==> config.mk <==
export PLATFORM = sky130hd
export DESIGN_NAME = uart_rx_cfg_flat
export DESIGN_NICKNAME = d
export VERILOG_FILES = /design/src/rtl/uart_rx_cfg_if.sv /design/src/rtl/uart_rx_cfg.sv /design/src/flat_wrapper.sv
export SDC_FILE = /design/constraint.sdc
export NUM_CORES = 1
export LEC_CHECK = 0
export BUFFER_PORTS_ARGS = -buffer_cell sky130_fd_sc_hd__buf_2
export CAP_MARGIN = 40
export CORE_ASPECT_RATIO = 1.75
export CORE_MARGIN = 2
export CORE_UTILIZATION = 59
export DETAILED_ROUTE_END_ITERATION = 8
export PLACE_DENSITY = 0.9
export RECOVER_POWER = 100
export SLEW_MARGIN = 20
export SYNTH_ARGS = -nofsm -noshare
export SYNTH_HDL_FRONTEND = slang
export SYNTH_SLANG_ARGS = --single-unit
export TNS_END_PERCENT = 20
==> constraint.sdc <==
create_clock -name clk -period 2.6 [get_ports clk]
set_input_delay 0.39 -clock clk [delete_from_list [all_inputs] [get_ports clk]]
set_output_delay 0.39 -clock clk [all_outputs]
set_load 0.02 [all_outputs]
==> src/rtl/uart_rx_cfg_if.sv <==
// Character hand-off between the configurable UART receiver and its consumer.
// Receiver side is master: it presents data and flags, the consumer answers with i_rdy.
interface uart_rx_cfg_if;
    logic       o_vld;
    logic       i_rdy;
    logic [7:0] o_dat;
    logic       o_par_err;
    logic       o_frm_err;
    logic       o_brk;
    logic       o_ovr_err;

    modport master (
        output o_vld, o_dat, o_par_err, o_frm_err, o_brk, o_ovr_err,
        input  i_rdy
    );

    modport slave (
        input  o_vld, o_dat, o_par_err, o_frm_err, o_brk, o_ovr_err,
        output i_rdy
    );
endinterface

==> src/rtl/uart_rx_cfg.sv <==
// Runtime-configurable UART receiver (5-8 data bits, parity, 1/2 stop), 3-sample majority vote, break detect.
// Latency: start edge seen P_SYNC_STAGES+1 clocks after the line falls; o_vld the clock after the final vote tick.
// Backpressure: one-deep holding register; a character completing while it is full and not taken is dropped with o_ovr_err.
module uart_rx_cfg #(
    parameter int P_DIV_W       = 16,
    parameter int P_OVS         = 16,
    parameter int P_SYNC_STAGES = 2
) (
    input  logic               clk,
    input  logic               rstn,
    input  logic               i_uart_rx,
    input  logic [P_DIV_W-1:0] i_cfg_div,
    input  logic [1:0]         i_cfg_dbits,
    input  logic [1:0]         i_cfg_parity,
    input  logic               i_cfg_stop2,
    uart_rx_cfg_if.master      rx_if,
    output logic               o_busy
);
    localparam int OW = $clog2(P_OVS);
    localparam int H  = P_OVS / 2;

    typedef enum logic [2:0] {
        S_IDLE, S_START, S_DATA, S_PARITY, S_STOP1, S_STOP2, S_BRK_WAIT
    } state_t;

    state_t                   state_q, state_d;
    logic [P_SYNC_STAGES-1:0] sync_q, sync_d;
    logic                     prev_q, prev_d;
    logic [P_DIV_W-1:0]       div_cnt_q, div_cnt_d, cfg_div_q, cfg_div_d;
    logic [OW-1:0]            ovs_q, ovs_d;
    logic [1:0]               smp_q, smp_d, cfg_dbits_q, cfg_dbits_d, cfg_par_q, cfg_par_d;
    logic                     cfg_stop2_q, cfg_stop2_d;
    logic [2:0]               bit_q, bit_d;
    logic [7:0]               shr_q, shr_d, dat_q, dat_d;
    logic                     par_acc_q, par_acc_d, zero_q, zero_d;
    logic                     ferr_q, ferr_d, perr_q, perr_d;
    logic                     vld_q, vld_d, perr_o_q, perr_o_d, frm_q, frm_d;
    logic                     brk_q, brk_d, ovr_q, ovr_d, busy_q, busy_d;

    logic rx_s, tick, end_bit, vote_pt, vote, cmpl, cmpl_brk, par_en, par_odd;

    assign rx_s    = sync_q[P_SYNC_STAGES-1];
    assign par_en  = (cfg_par_q == 2'b01) || (cfg_par_q == 2'b10);
    assign par_odd = (cfg_par_q == 2'b10);
    assign vote    = (smp_q[0] & smp_q[1]) | (smp_q[0] & rx_s) | (smp_q[1] & rx_s);

    always_comb begin
        state_d     = state_q;
        sync_d      = {sync_q[P_SYNC_STAGES-2:0], i_uart_rx};
        prev_d      = rx_s;
        div_cnt_d   = div_cnt_q;
        cfg_div_d   = cfg_div_q;
        cfg_dbits_d = cfg_dbits_q;
        cfg_par_d   = cfg_par_q;
        cfg_stop2_d = cfg_stop2_q;
        ovs_d       = ovs_q;
        smp_d       = smp_q;
        bit_d       = bit_q;
        shr_d       = shr_q;
        par_acc_d   = par_acc_q;
        zero_d      = zero_q;
        ferr_d      = ferr_q;
        perr_d      = perr_q;
        vld_d       = vld_q;
        dat_d       = dat_q;
        perr_o_d    = perr_o_q;
        frm_d       = frm_q;
        brk_d       = brk_q;
        ovr_d       = 1'b0;
        busy_d      = (state_q != S_IDLE);
        tick        = 1'b0;
        cmpl        = 1'b0;
        cmpl_brk    = 1'b0;

        if (state_q == S_IDLE) begin
            div_cnt_d = '0;
        end else if (div_cnt_q == cfg_div_q) begin
            div_cnt_d = '0;
            tick      = 1'b1;
        end else begin
            div_cnt_d = div_cnt_q + 1'b1;
        end

        end_bit = tick && (ovs_q == OW'(P_OVS - 1));
        vote_pt = tick && (ovs_q == OW'(H + 1));

        if (tick) begin
            ovs_d = end_bit ? '0 : ovs_q + 1'b1;
            if (ovs_q == OW'(H - 1)) smp_d[0] = rx_s;
            if (ovs_q == OW'(H))     smp_d[1] = rx_s;
        end

        case (state_q)
            S_IDLE: begin
                if (prev_q && !rx_s) begin
                    state_d     = S_START;
                    cfg_div_d   = i_cfg_div;
                    cfg_dbits_d = i_cfg_dbits;
                    cfg_par_d   = i_cfg_parity;
                    cfg_stop2_d = i_cfg_stop2;
                    div_cnt_d   = '0;
                    ovs_d       = '0;
                    bit_d       = '0;
                    shr_d       = '0;
                    par_acc_d   = 1'b0;
                    zero_d      = 1'b1;
                    ferr_d      = 1'b0;
                    perr_d      = 1'b0;
                end
            end
            S_START: begin
                if (vote_pt && vote) state_d = S_IDLE;
                else if (end_bit)    state_d = S_DATA;
            end
            S_DATA: begin
                if (vote_pt) begin
                    shr_d[bit_q] = vote;
                    par_acc_d    = par_acc_q ^ vote;
                    if (vote) zero_d = 1'b0;
                end
                if (end_bit) begin
                    if (bit_q == ({1'b0, cfg_dbits_q} + 3'd4)) state_d = par_en ? S_PARITY : S_STOP1;
                    else                                       bit_d   = bit_q + 3'd1;
                end
            end
            S_PARITY: begin
                if (vote_pt) begin
                    perr_d = ((par_acc_q ^ vote) != par_odd);
                    if (vote) zero_d = 1'b0;
                end
                if (end_bit) state_d = S_STOP1;
            end
            S_STOP1: begin
                // Single-stop frames finish at the vote so a start edge right after the stop bit is caught.
                if (vote_pt) begin
                    ferr_d = ferr_q | ~vote;
                    if (zero_q && !vote) begin
                        cmpl     = 1'b1;
                        cmpl_brk = 1'b1;
                        state_d  = S_BRK_WAIT;
                    end else if (!cfg_stop2_q) begin
                        cmpl    = 1'b1;
                        state_d = S_IDLE;
                    end
                end else if (end_bit) begin
                    state_d = S_STOP2;
                end
            end
            S_STOP2: begin
                if (vote_pt) begin
                    ferr_d  = ferr_q | ~vote;
                    cmpl    = 1'b1;
                    state_d = S_IDLE;
                end
            end
            S_BRK_WAIT: begin
                if (rx_s) state_d = S_IDLE;
            end
            default: state_d = S_IDLE;
        endcase

        if (cmpl) begin
            if (!vld_q || rx_if.i_rdy) begin
                vld_d    = 1'b1;
                dat_d    = cmpl_brk ? 8'h00 : shr_q;
                perr_o_d = perr_q;
                frm_d    = cmpl_brk | ferr_q | ~vote;
                brk_d    = cmpl_brk;
            end else begin
                ovr_d = 1'b1;
            end
        end else if (vld_q && rx_if.i_rdy) begin
            vld_d = 1'b0;
        end
    end

    always_ff @(posedge clk or negedge rstn) begin
        if (!rstn) begin
            state_q     <= S_IDLE;
            sync_q      <= '1;
            prev_q      <= 1'b1;
            div_cnt_q   <= '0;
            cfg_div_q   <= '0;
            cfg_dbits_q <= '0;
            cfg_par_q   <= '0;
            cfg_stop2_q <= 1'b0;
            ovs_q       <= '0;
            smp_q       <= '0;
            bit_q       <= '0;
            shr_q       <= '0;
            par_acc_q   <= 1'b0;
            zero_q      <= 1'b0;
            ferr_q      <= 1'b0;
            perr_q      <= 1'b0;
            vld_q       <= 1'b0;
            dat_q       <= '0;
            perr_o_q    <= 1'b0;
            frm_q       <= 1'b0;
            brk_q       <= 1'b0;
            ovr_q       <= 1'b0;
            busy_q      <= 1'b0;
        end else begin
            state_q     <= state_d;
            sync_q      <= sync_d;
            prev_q      <= prev_d;
            div_cnt_q   <= div_cnt_d;
            cfg_div_q   <= cfg_div_d;
            cfg_dbits_q <= cfg_dbits_d;
            cfg_par_q   <= cfg_par_d;
            cfg_stop2_q <= cfg_stop2_d;
            ovs_q       <= ovs_d;
            smp_q       <= smp_d;
            bit_q       <= bit_d;
            shr_q       <= shr_d;
            par_acc_q   <= par_acc_d;
            zero_q      <= zero_d;
            ferr_q      <= ferr_d;
            perr_q      <= perr_d;
            vld_q       <= vld_d;
            dat_q       <= dat_d;
            perr_o_q    <= perr_o_d;
            frm_q       <= frm_d;
            brk_q       <= brk_d;
            ovr_q       <= ovr_d;
            busy_q      <= busy_d;
        end
    end

    assign rx_if.o_vld     = vld_q;
    assign rx_if.o_dat     = dat_q;
    assign rx_if.o_par_err = perr_o_q;
    assign rx_if.o_frm_err = frm_q;
    assign rx_if.o_brk     = brk_q;
    assign rx_if.o_ovr_err = ovr_q;
    assign o_busy          = busy_q;
endmodule

==> src/flat_wrapper.sv <==
// flat-port wrapper written by rule: the top's interface ports become plain ports
module uart_rx_cfg_flat 
#(
    parameter int P_DIV_W       = 16,
    parameter int P_OVS         = 16,
    parameter int P_SYNC_STAGES = 2
)
  (clk, rstn, i_uart_rx, i_cfg_div, i_cfg_dbits, i_cfg_parity, i_cfg_stop2, o_busy, rx_if_o_vld, rx_if_o_dat, rx_if_o_par_err, rx_if_o_frm_err, rx_if_o_brk, rx_if_o_ovr_err, rx_if_i_rdy);
  uart_rx_cfg_if rx_if_i ();
  input  logic clk;
  input  logic rstn;
  input  logic i_uart_rx;
  input  logic [P_DIV_W-1:0] i_cfg_div;
  input  logic [1:0] i_cfg_dbits;
  input  logic [1:0] i_cfg_parity;
  input  logic i_cfg_stop2;
  output logic o_busy;
  output wire logic [$bits(rx_if_i.o_vld)-1:0] rx_if_o_vld;
  output wire logic [$bits(rx_if_i.o_dat)-1:0] rx_if_o_dat;
  output wire logic [$bits(rx_if_i.o_par_err)-1:0] rx_if_o_par_err;
  output wire logic [$bits(rx_if_i.o_frm_err)-1:0] rx_if_o_frm_err;
  output wire logic [$bits(rx_if_i.o_brk)-1:0] rx_if_o_brk;
  output wire logic [$bits(rx_if_i.o_ovr_err)-1:0] rx_if_o_ovr_err;
  input wire logic [$bits(rx_if_i.i_rdy)-1:0] rx_if_i_rdy;
  assign rx_if_o_vld = rx_if_i.o_vld;
  assign rx_if_o_dat = rx_if_i.o_dat;
  assign rx_if_o_par_err = rx_if_i.o_par_err;
  assign rx_if_o_frm_err = rx_if_i.o_frm_err;
  assign rx_if_o_brk = rx_if_i.o_brk;
  assign rx_if_o_ovr_err = rx_if_i.o_ovr_err;
  assign rx_if_i.i_rdy = rx_if_i_rdy;
  uart_rx_cfg #(.P_DIV_W(P_DIV_W), .P_OVS(P_OVS), .P_SYNC_STAGES(P_SYNC_STAGES)) u_core (.clk(clk), .rstn(rstn), .i_uart_rx(i_uart_rx), .i_cfg_div(i_cfg_div), .i_cfg_dbits(i_cfg_dbits), .i_cfg_parity(i_cfg_parity), .i_cfg_stop2(i_cfg_stop2), .rx_if(rx_if_i), .o_busy(o_busy));
endmodule
* Word-level counts from Yosys, hierarchy flattened
Index checks and enable logic that the tools add are counted.
W data, S select, Z words.
** Storage, ports and cells
- Register bits :: 78
- Bits in latches :: 0
- Memory bits (writable) :: 0
- Memory bits (read-only) :: 0
- Input port bits :: 25
- Output and inout bits :: 14
- Logic and storage cells :: 162
- Memories :: 0
** Operators by class
- Add/subtract/negate cells :: 4
- Multiply operators :: 0
- Divide/modulo/power cells :: 0
- Magnitude comparators :: 2
- Eq/ne operators :: 31
- Shifts and indexed selects :: 0
- Muxes and demuxes :: 59
- Bitwise logic cells :: 10
- Reductions and logical operators :: 32
** Operators with widths (number)
- $mux W16 :: 4
- $mux W3 :: 16
- $mux W8 :: 3
- $mux W1 :: 22
- $pmux W3 S7 :: 1
- $ne A2 B1 Y1 const B :: 10
- $add A16 B1 Y16 const B :: 1
- $eq A16 B16 Y1 :: 1
- $mux W4 :: 4
- $pmux W8 S2 :: 1
- $eq A4 B4 Y1 const B :: 3
- $pmux W1 S2 :: 5
- $reduce_and A2 Y1 :: 5
- $reduce_bool A2 Y1 :: 5
- $eq A3 B3 Y1 const B :: 3
- $reduce_and A3 Y1 :: 3
- $reduce_and A9 Y1 :: 1
- $bwmux W8 :: 1
- $reduce_and A4 Y1 :: 2
- $logic_and A1 B1 Y1 :: 7
- $eq A3 B2 Y1 const B :: 2
- $ne A2 B2 Y1 const B :: 3
- $ne A3 B1 Y1 const B :: 2
- $pmux W3 S2 :: 1
- 22 further kinds :: 32

* Depth between registers and ports, before layout
Gate-level depths: netlist (run 1).
- Depth after elaboration :: 10
- Depth in mapped cells :: 8
- Gate-level depth less buffers :: 7

* Least setup slack after synthesis (run 1)
Ideal clock, no wire load.
- Kind :: register to register
- Start :: reg u_core.ovs_q[1]
- End :: reg u_core.state_q[0]
- Setup time :: 0.125 ns
- Arrival time :: 2.045 ns
- Data required time :: 2.475 ns
- Setup slack :: 0.430 ns
- Cell stages (with the launch flop) :: 9
- Path buffers :: 1
- Period minus slack after synthesis :: 2.170 ns
- Cells stage by stage :: dfrtp_1 -> inv_1 -> ha_1 -> and3b_1 -> clkbuf_4 -> a21oi_1 -> or3_1 -> a221o_1 -> mux2_4
** Between the ends
- Word-level cells in the longest chain between the ends :: 5
- Elaborated cells on any way between the ends :: 15
- Those cells by class :: eq/ne (8); mux (3); reduce/logical (4)
** RTL lines
- start: declaration :: RTL line uart_rx_cfg.sv:30 : logic [OW-1:0] ovs_q, ovs_d;
- start signal: assignment :: RTL line uart_rx_cfg.sv:211 : ovs_q <= ovs_d;
- $eq A4 B4 Y1 :: RTL line uart_rx_cfg.sv:85 : vote_pt = tick && (ovs_q == OW'(H + 1));
- $logic_and A1 B1 Y1 :: RTL line uart_rx_cfg.sv:85
- $logic_and A1 B1 Y1 :: RTL line uart_rx_cfg.sv:112 : if (vote_pt && vote) state_d = S_IDLE;
- $ne A3 B1 Y1 (no source line) / $mux W3 (equally long branches)
- $reduce_and A9 Y1 (no source line) / $pmux W3 S7 (equally long branches)
- end signal: assignment :: RTL line uart_rx_cfg.sv:203 : state_q <= state_d;
- end: declaration :: RTL line uart_rx_cfg.sv:26 : state_t state_q, state_d;
Parallel ways exist; a longest one is shown, timed or not.
A chain may end at the register's enable or synchronous reset.

* Worst setup path in the final report (run 1)
- Start :: reg u_core.div_cnt_q[2]
- End :: reg u_core.perr_o_q (netlist: u_core.rx_if.o_par_err)
** Between the ends
- Word-level cells in the longest chain between the ends :: 7
- Elaborated cells on any way between the ends :: 8
- Those cells by class :: eq/ne (1); mux (5); reduce/logical (2)
** RTL lines
- start: declaration :: RTL line uart_rx_cfg.sv:29 : logic [P_DIV_W-1:0] div_cnt_q, div_cnt_d, cfg_div_q, cfg_div_d;
- start signal: assignment :: RTL line uart_rx_cfg.sv:206 : div_cnt_q <= div_cnt_d;
- $eq A16 B16 Y1 * :: RTL line uart_rx_cfg.sv:77 : end else if (div_cnt_q == cfg_div_q) begin
- $mux W1 * :: RTL line uart_rx_cfg.sv:77
- $mux W1 * :: RTL line uart_rx_cfg.sv:75 : if (state_q == S_IDLE) begin
- $logic_and A1 B1 Y1 * :: RTL line uart_rx_cfg.sv:85
- $mux W1 (on tied branches) :: RTL line uart_rx_cfg.sv:150, uart_rx_cfg.sv:135
- $pmux W1 S2 * :: RTL line uart_rx_cfg.sv:93 : case (state_q)
- $reduce_and A2 Y1 (no source line) *
- end signal: assignment :: RTL line uart_rx_cfg.sv:221 : perr_o_q <= perr_o_d;
- end: declaration :: RTL line uart_rx_cfg.sv:37 : logic vld_q, vld_d, perr_o_q, perr_o_d, frm_q, frm_d;
Mark *: on every way between the ends. The rest lies on a longest branch, timed or not.

==> impl_metrics.env, run 1 <==
export IMPL_required_ps=2810
export IMPL_die_h_um=112
export IMPL_fin_crit_ps=2430
export IMPL_antenna_found_initial=0
export IMPL_h_tree_depth=3
export IMPL_async_reset_ff_frac=1.00
export IMPL_worstSetupStartpoint="u_core.div_cnt_q[2]"
export IMPL_critical_path_endpoint_type="flip-flop"
export IMPL_cts_root_buffer="clkbuf_16"
export IMPL_critical_path_max_stage_delay_ps=530
export IMPL_rows=39
export IMPL_path_depth=6
export IMPL_port_buffers=38
export IMPL_crit_type="reg -> reg"
export IMPL_gp_congestion=0.884
export IMPL_detail_route_antenna_nets=0
export IMPL_wl_per_cell_um=15.0
export IMPL_synth_edf_count=0
export IMPL_min_path_type="in -> reg"
export IMPL_post_route_period_util=0.936
export IMPL_r2r_start="u_core.div_cnt_q[2]"
export IMPL_setup_viol=0
export IMPL_p_leak_uw=0.00206
export IMPL_critPathCapture="u_core.rx_if.o_par_err"
export IMPL_die_area_mm2=0.00730
export IMPL_io_pins=39
export IMPL_power_total_uw=4100
export IMPL_cts_sinks=78
export IMPL_die_x_um=65.5
export IMPL_cellInternalPower_uw=2790
export IMPL_synth_distinct_cells=52
export IMPL_regArea_mm2=0.00196
export IMPL_pwr_share_comb=0.246
export IMPL_synthFlopType="dfrtp_1"
export IMPL_cp_num_buf_inv=0
export IMPL_p_sw_frac=0.318
export IMPL_grt_pass1_wl_mm=14.1
export IMPL_crit_chain="xnor2_1 > nand4_1 > nor4_4 > and2_1 > and4_4 > mux2_1"
export IMPL_startpoint_type="flip-flop"
export IMPL_cts_tree="yes"
export IMPL_fin_tns_setup_ps=0
export IMPL_core_mm2=0.00644
export IMPL_area_delta_synth_final_pct=14.1
export IMPL_dr_pass1_iters=4
export IMPL_arrival_ps=2650
export IMPL_r2r_slack_ps=170
export IMPL_multi_input_area_mm2=0.00174
export IMPL_grt_start_max_net_pins=47
export IMPL_setup_slack_ps=167
export IMPL_gr_total_overflow=0
export IMPL_ys_seq_elements=78
export IMPL_vias=3061
export IMPL_yosysSeqAreaShare=0.501
export IMPL_postSynthCellCount=410
export IMPL_tightest_slew_ps=1690
export IMPL_powerDensity_mw_per_mm2=921
export IMPL_nNetsFinal=482
export IMPL_cts_resized_gates=0
export IMPL_timing_hold_ws_ps=153
export IMPL_status="finished with violations"
export IMPL_post_cts_buffers=0
export IMPL_violations="max-capacitance violations, max-slew violations"
export IMPL_dpl_worst_slack_ps=166
export IMPL_numCtsBuffers=9
export IMPL_cpLargestDelayFamily="simple AND/OR/NAND/NOR gates"
export IMPL_reg2reg_depth=6
export IMPL_syn_area_mm2=0.00390
export IMPL_postCtsHoldBufs=1
export IMPL_r2r_end="u_core.rx_if.o_par_err"
export IMPL_cap_violations=1
export IMPL_clockPowerShare=0.347
export IMPL_via_per_inst=5.69
export IMPL_cp_max_fo=11
export IMPL_skew_ps=5.96
export IMPL_relSlewSlack=-0.129
export IMPL_nFillCells=493
export IMPL_place_hpwl_mm=5.73
export IMPL_syn_nets=441
export IMPL_clkTransAtPathRegs_ps=60
export IMPL_p_sw_uw=1300
export IMPL_slowest_stage="nor4_4"
export IMPL_drc_errors=0
export IMPL_worst_skew_pair_late_latency_ps=340
export IMPL_start_util=0.605
export IMPL_cts_buffer_depth=2
export IMPL_rsz0062_at_grt="no"
export IMPL_grt_pass1_vias=3222
export IMPL_final_hold_viol_count=0
export IMPL_yosysWarnings=0
export IMPL_seqPwrFrac=0.407
export IMPL_wl_mm=8.10
export IMPL_drtIter0Drc=218
export IMPL_globalRouteTotalUtil=0.247
export IMPL_fmax_mhz=411
export IMPL_avgSynthCellArea_um2=9.51
export IMPL_slew_viol_final=34
export IMPL_ir_drop_uv=961
export IMPL_layout_drive_gt1_share=0.134
export IMPL_diodes=0
[power groups by stage]
stage	clock network, µW	registers [µW]	logic [µW]
after floorplan	0	1620	802
after global placement	0	1670	992
after detailed placement	0	1680	1030
after CTS	1440	1660	1050
after global routing	1490	1690	1140
final	1420	1670	1010
[worst register-to-register path: cells and delay by family, from the launching register on]
kind	cells	cell delay, ps
AND/OR/NAND/NOR	4	1320
flip-flops	1	450
multiplexers	1	360
XOR/XNOR	1	190
[cell type report]
type | instances | area share
Timing Repair Buffer | 49 | 0.0554
Tap cell | 82 | 0.0231
Clock buffer | 10 | 0.0515
Inverter | 17 | 0.0143
Clock inverter | 6 | 0.0247
Sequential cell | 78 | 0.440
Multi-Input combinational cell | 296 | 0.391
[cells in the final DEF, fill, tap and decap left out, drive strengths merged, types with 2 or more instances in the layout]
cell type   n
nor3        4
a31oi       9
mux2i      11
bufinv      3
o21ai      17
xnor2      24
nand4b      2
and4        2
nor2       44
or2         2
ha          6
a21o        2
buf        29
dfstp       3
or3         4
xor2       11
clkbuf     29
inv        17
and2        2
and3        3
nor4        2
o31ai       4
clkinvlp    2
a21oi      10
mux2        7
nand2      87
nand3      15
dfrtp      75
nand2b      5
nand4      11
[stage by stage]
| step | instances | util | instance area (µm²) |
|---|---|---|---|
| after CTS | 538 | 0.700 | 4510 |
| after global placement | 520 | 0.642 | 4140 |
| after detailed placement | 521 | 0.645 | 4160 |
| final | 538 | 0.691 | 4450 |
| after global routing | 538 | 0.691 | 4450 |
| after floorplan | 410 | - | 3900 |
[worst min-delay path by stage]
stage	from	end	slack, ps	depth (start not counted)
floorplan	rstn	u_core.bit_q[0]	90	0
finish	i_uart_rx	u_core.sync_q[0]	150	1
detailed placement	rstn	u_core.shr_q[0]	350	1
CTS	i_uart_rx	u_core.sync_q[0]	150	1
global route	i_uart_rx	u_core.sync_q[0]	150	1
global placement	u_core.sync_q[0]	u_core.sync_q[1]	350	0
[routing by layer]
| layer | up-vias | global-route usage | share of wire |
|---|---|---|---|
| met5 | - | 0 | 0 |
| met2 | 107 | 0.433 | 0.55 |
| met3 | 23 | 0.0586 | 0.049 |
| met4 | 0 | 0.133 | 0.030 |
| met1 | 1472 | 0.267 | 0.37 |
| li1 | 1459 | - | - |
[flip-flops by register name, summed over array words and instances, names as in the netlist, 2 cells and up]
name and flops:
u_core.rx_if.o_dat 8, u_core.cfg_par_q 2, u_core.cfg_div_q 16, u_core.ovs_q 4
u_core.sync_q 2, u_core.smp_q 2, u_core.state_q 3, u_core.div_cnt_q 16
u_core.shr_q 8, u_core.bit_q 3, u_core.cfg_dbits_q 2
[cell usage after synthesis, types with 4 or more instances]
cell type	number	area (µm²)
nand2_1	86	323
dfrtp_1	75	1880
nor2_1	44	165
xnor2_1	24	210
inv_1	17	63.8
o21ai_0	17	85.1
nand3_1	15	75.1
mux2i_1	11	110
nand4_1	11	68.8
xor2_1	11	96.3
a21oi_1	10	50.1
a31oi_1	9	56.3
clkbuf_1	8	30.0
ha_1	6	75.1
nand2b_1	5	31.3
mux2_2	4	45.0
nor3_1	4	20.0
o31ai_1	4	30.0
or3_1	4	25.0
[logic make-up after synthesis]
kind of cell	after synthesis	synth area share
compound gates	50	0.0789
buf+inv	36	0.0491
xor+xnor	35	0.0786
fa+ha+maj	7	0.0218
simple gates	186	0.219
flops	78	0.501
mux	18	0.0513
Power figures use the tool's default switching activity.
==> run 2: changes to the inputs <==
==> constraint.sdc (replaced) <==
create_clock -name clk -period 2.6 [get_ports clk]
set_input_delay 0.26 -clock clk [delete_from_list [all_inputs] [get_ports clk]]
set_output_delay 0.26 -clock clk [all_outputs]
set_load 0.02 [all_outputs]
==> run 2 against run 1 <==
  * The run still ends with max-capacitance violations, max-slew violations left
  * Clock-buffer cell count unchanged
  * Fmax is 1.5% lower
  * Sequential power is essentially flat
  * Combinational power barely moved
  * Worst setup slack got worse by 37 ps
  * Critical path depth decreased by 1
  * Via count grew 0.26%
  * Hold slack lost 130 ps
  * Flip-flop and latch count unchanged
  * Clock skew is 0.63 ps higher
==> impl_metrics.env, run 2 (synthesis results as in run 1) <==
export IMPL_dr_pass1_iters=5
export IMPL_globalRouteTotalUtil=0.247
export IMPL_drc_errors=0
export IMPL_final_common_cell="nand2_1"
export IMPL_critical_path_endpoint_type="flip-flop"
export IMPL_rsz0062_at_grt="no"
export IMPL_cp_max_fo=8
export IMPL_setup_viol=0
export IMPL_vias=3069
export IMPL_ir_drop_uv=961
export IMPL_final_hold_viol_count=0
export IMPL_min_path_type="in -> reg"
export IMPL_gr_total_overflow=0
export IMPL_via_per_inst=5.70
export IMPL_die_h_um=112
export IMPL_port_buffers=38
export IMPL_reg_top3="u_core.cfg_div_q x16, u_core.div_cnt_q x16"
export IMPL_tightest_slew_ps=1750
export IMPL_cts_tree="yes"
export IMPL_die_x_um=65.5
export IMPL_grt_pass1_wl_mm=14.1
export IMPL_cap_violations=1
export IMPL_io_pins=39
export IMPL_layout_common_cells="87 x nand2_1, 75 x dfrtp_1, 43 x nor2_1"
export IMPL_core_mm2=0.00644
export IMPL_cts_root_buffer="clkbuf_16"
export IMPL_h_tree_depth=3
export IMPL_drtIter0Drc=212
export IMPL_post_route_period_util=0.950
export IMPL_fmax_mhz=405
export IMPL_fin_crit_ps=2470
export IMPL_gp_congestion=0.884
export IMPL_p_leak_uw=0.00206
export IMPL_skew_ps=6.59
export IMPL_worst_skew_pair_late_latency_ps=340
export IMPL_slew_viol_final=33
export IMPL_startpoint_type="flip-flop"
export IMPL_wl_per_cell_um=15.2
export IMPL_nNetsFinal=482
export IMPL_crit_type="reg -> reg"
export IMPL_fin_tns_setup_ps=0
export IMPL_layout_drive_gt1_share=0.134
export IMPL_fin_area_mm2=0.00446
export IMPL_dpl_worst_slack_ps=166
export IMPL_wl_mm=8.17
export IMPL_nFillCells=493
export IMPL_arrival_ps=2690
export IMPL_area_delta_synth_final_pct=14.3
export IMPL_cts_buffer_depth=2
export IMPL_r2r_start="u_core.sync_q[1]"
export IMPL_start_util=0.605
export IMPL_place_hpwl_mm=5.73
export IMPL_cts_resized_gates=0
export IMPL_rows=39
export IMPL_violations="max-capacitance violations, max-slew violations"
export IMPL_status="finished with violations"
export IMPL_post_dp_cell_area_mm2=0.00416
export IMPL_diodes=0
export IMPL_min_from="i_uart_rx"
export IMPL_clkTransAtPathRegs_ps=60
export IMPL_setup_slack_ps=130
export IMPL_relSlewSlack=-0.166
export IMPL_grt_start_max_net_pins=47
export IMPL_required_ps=2820
export IMPL_die_area_mm2=0.00730
export IMPL_grt_pass1_vias=3222
export IMPL_detail_route_antenna_nets=0
export IMPL_worstSetupStartpoint="u_core.sync_q[1]"
export IMPL_cts_sinks=78
export IMPL_r2r_slack_ps=130
export IMPL_antenna_found_initial=0
export IMPL_numCtsBuffers=9
export IMPL_powerDensity_mw_per_mm2=922
==> run 2: cell counts in the layout (fill, tap and decap cells not counted) <==
No cell type changed its count.
==> run 2: layer usage <==
metal	vias up	routed length [µm]	global-route usage
li1	1458	-	-
met1	1468	3030	0.267
met2	110	4400	0.433
met3	33	421	0.0586
met4	0	329	0.133
met5	-	0	0
==> run 2: area by class of cell <==
type,count,area [µm²],share of cell area
tap,82,103,0.0230
inverter,17,63.8,0.0143
clock buffer,10,229,0.0514
clock inverter,6,110,0.0247
sequential,78,1960,0.439
multi-input combinational,296,1740,0.391
timing repair buffer,49,255,0.0573
==> run 2: worst max-delay path, cell delays in order, from the launching register on <==
cell     delay [ps]
dfstp_1         660
maj3_1          420
a21oi_1         120
or3_1           380
a221o_1         430
mux2_1          340
==> run 2: timing repair <==
| item | CTS | global route |
|---|---|---|
| hold buffers | 1 | 0 |
| endpoints found under the setup margin | 0 | 0 |
| endpoints found under the hold margin | 30 | 0 |
| setup buffers | 0 | 0 |
==> run 2: path summary, 6_finish.rpt <==
| check | endpoint | depth (start not counted) |
|---|---|---|
| min reg2reg | u_core.sync_q[1] | 0 |
| min | u_core.sync_q[0] | 1 |
| min in group asynchronous | u_core.shr_q[0] | 2 |
| max reg2reg | u_core.state_q[2] | 5 |
| max in group asynchronous | u_core.prev_q | 3 |
| max | u_core.state_q[2] | 5 |
==> run 2: power breakdown <==
part	internal, µW	total, µW	switching (µW)
sequential	1440	1670	222
combinational	416	1020	601
clock	936	1420	489
==> run 2: through the flow <==
step / power (µW) / cells / hold WS, ps / util
after floorplan: 2420 / 410 / -35.6 / -
after global placement: 2660 / 520 / 347 / 0.642
after detailed placement: 2710 / 521 / 221 / 0.645
after CTS: 4150 / 538 / 15.8 / 0.700
after global routing: 4320 / 538 / 17.9 / 0.692
final: 4110 / 538 / 22.4 / 0.692
==> run 3: changes to the inputs <==
- BUFFER_PORTS_ARGS: -buffer_cell sky130_fd_sc_hd__buf_2 -> unset
- CORE_UTILIZATION: 59 -> 60
- CTS_BUF_LIST: unset -> sky130_fd_sc_hd__clkbuf_16
- DONT_BUFFER_PORTS: unset -> 1
- PLACE_DENSITY: 0.9 -> 0.86
==> run 3 against run 2 <==
  * Largest power group unchanged
  * Combinational power is 6% lower
  * Total power is 9.1% lower
  * Critical path type unchanged
  * Largest cell class unchanged
  * Die area is 1.6% lower
  * The run still ends with max-capacitance violations, max-slew violations left
  * Via count is 6.4% lower
  * Critical endpoint unchanged
  * Clock-buffer cell count is 1 lower
==> impl_metrics.env, run 3 (synthesis results as in run 1) <==
export IMPL_core_mm2=0.00623
export IMPL_vias=2873
export IMPL_setup_viol=0
export IMPL_rows=38
export IMPL_die_x_um=64.9
export IMPL_cts_buffer_depth=2
export IMPL_fin_area_mm2=0.00419
export IMPL_r2r_end="u_core.state_q[2]"
export IMPL_worst_skew_pair_late_latency_ps=340
export IMPL_area_delta_synth_final_pct=7.48
export IMPL_drc_errors=0
export IMPL_r2r_slack_ps=220
export IMPL_rsz0062_at_grt="no"
export IMPL_cts_tree="yes"
export IMPL_tightest_slew_ps=1830
export IMPL_antenna_found_initial=0
export IMPL_powerDensity_mw_per_mm2=891
export IMPL_cp_max_fo=8
export IMPL_io_pins=39
export IMPL_nNetsFinal=443
export IMPL_layout_common_cells="86 x nand2_1, 75 x dfrtp_1, 44 x nor2_1"
export IMPL_wl_per_cell_um=15.5
export IMPL_cts_resized_gates=0
export IMPL_grt_pass1_wl_mm=13.1
export IMPL_die_h_um=111
export IMPL_cts_root_buffer="clkbuf_16"
export IMPL_regArea_mm2=0.00196
export IMPL_layout_drive_gt1_share=0.0863
export IMPL_via_per_inst=5.78
export IMPL_die_area_mm2=0.00719
export IMPL_place_hpwl_mm=5.41
export IMPL_r2r_start="u_core.sync_q[1]"
export IMPL_status="finished with violations"
export IMPL_min_path_type="in -> reg"
export IMPL_wl_mm=7.71
export IMPL_clkTransAtPathRegs_ps=50
export IMPL_critical_path_endpoint_type="flip-flop"
export IMPL_detail_route_antenna_nets=0
export IMPL_fin_crit_ps=2380
export IMPL_cap_violations=1
export IMPL_fmax_mhz=421
export IMPL_timing_hold_ws_ps=26.3
export IMPL_diodes=0
export IMPL_gr_total_overflow=0
export IMPL_post_route_period_util=0.914
export IMPL_port_buffers=0
export IMPL_cts_sinks=78
export IMPL_post_cts_buffers=0
export IMPL_p_leak_uw=0.00193
export IMPL_holdPathEnd="u_core.cfg_div_q[6]"
export IMPL_grt_start_max_net_pins=79
export IMPL_reg2reg_depth=5
export IMPL_fin_tns_setup_ps=0
export IMPL_post_dp_cell_area_mm2=0.00393
export IMPL_arrival_ps=2600
export IMPL_reg_top3="u_core.cfg_div_q x16, u_core.div_cnt_q x16"
export IMPL_postCtsHoldBufs=3
export IMPL_h_tree_depth=3
export IMPL_crit_type="reg -> reg"
export IMPL_globalRouteTotalUtil=0.239
export IMPL_ir_drop_uv=693
export IMPL_dr_pass1_iters=4
export IMPL_startpoint_type="flip-flop"
export IMPL_gp_congestion=0.910
export IMPL_grt_pass1_vias=2981
export IMPL_start_util=0.626
export IMPL_relSlewSlack=-0.218
export IMPL_drtIter0Drc=189
export IMPL_skew_ps=7.25
export IMPL_violations="max-capacitance violations, max-slew violations"
export IMPL_multi_input_area_mm2=0.00175
export IMPL_numCtsBuffers=9
export IMPL_min_from="i_cfg_div[6]"
export IMPL_final_common_cell="nand2_1"
export IMPL_nFillCells=492
export IMPL_slew_viol_final=79
export IMPL_hold_path_depth=2
export IMPL_final_hold_viol_count=0
export IMPL_required_ps=2820
run 3: stage by stage:
stage / worst slack [ps] / std cells / utilization / total power (µW)
finish: 224 / 497 / 0.673 / 3740
global route: 89.7 / 497 / 0.673 / 3970
CTS: 240 / 497 / 0.680 / 3780
detailed placement: 240 / 478 / 0.631 / 2650
global placement: 326 / 478 / 0.631 / 2600
floorplan: 430 / 410 / - / 2420
run 3: worst max path at each step:
| stage | slack [ps] | cells past startpoint | end | start |
|---|---|---|---|---|
| after floorplan | 430 | 8 | u_core.state_q[0] | u_core.ovs_q[1] |
| after global placement | 330 | 7 | u_core.rx_if.o_frm_err | u_core.div_cnt_q[0] |
| after detailed placement | 240 | 7 | u_core.rx_if.o_frm_err | u_core.div_cnt_q[5] |
| after CTS | 240 | 7 | u_core.rx_if.o_frm_err | u_core.div_cnt_q[5] |
| after global routing | 90 | 2 | u_core.cfg_par_q[1] | rstn |
| final | 220 | 5 | u_core.state_q[2] | u_core.sync_q[1] |
run 3: metal layers:
layer,vias up,routed length (µm),track usage,part of all wire
li1,1386,-,-,-
met1,1371,2860,0.251,0.37
met2,84,4130,0.402,0.54
met3,32,306,0.0487,0.040
met4,0,414,0.184,0.054
met5,-,0,0,0
run 3: where the power goes:
group	switching (µW)	leakage (µW)	total, µW	internal, µW
combinational	550	0.000818	958	408
clock	458	0.000135	1090	629
sequential	247	0.000977	1690	1440
run 3: worst max-delay path, cell delays in order, from the launching register on:
cell	delay [ps]
dfstp_1	640
maj3_1	400
a21oi_1	110
or3_1	350
a221o_1	430
mux2_4	320
run 3: final cells by class:
type                            instances  area share
Clock buffer                            9      0.0537
Clock inverter                          7     0.00806
Inverter                               17      0.0152
Multi-Input combinational cell        296       0.417
Sequential cell                        78       0.467
Tap cell                               80      0.0239
Timing Repair Buffer                   10      0.0152
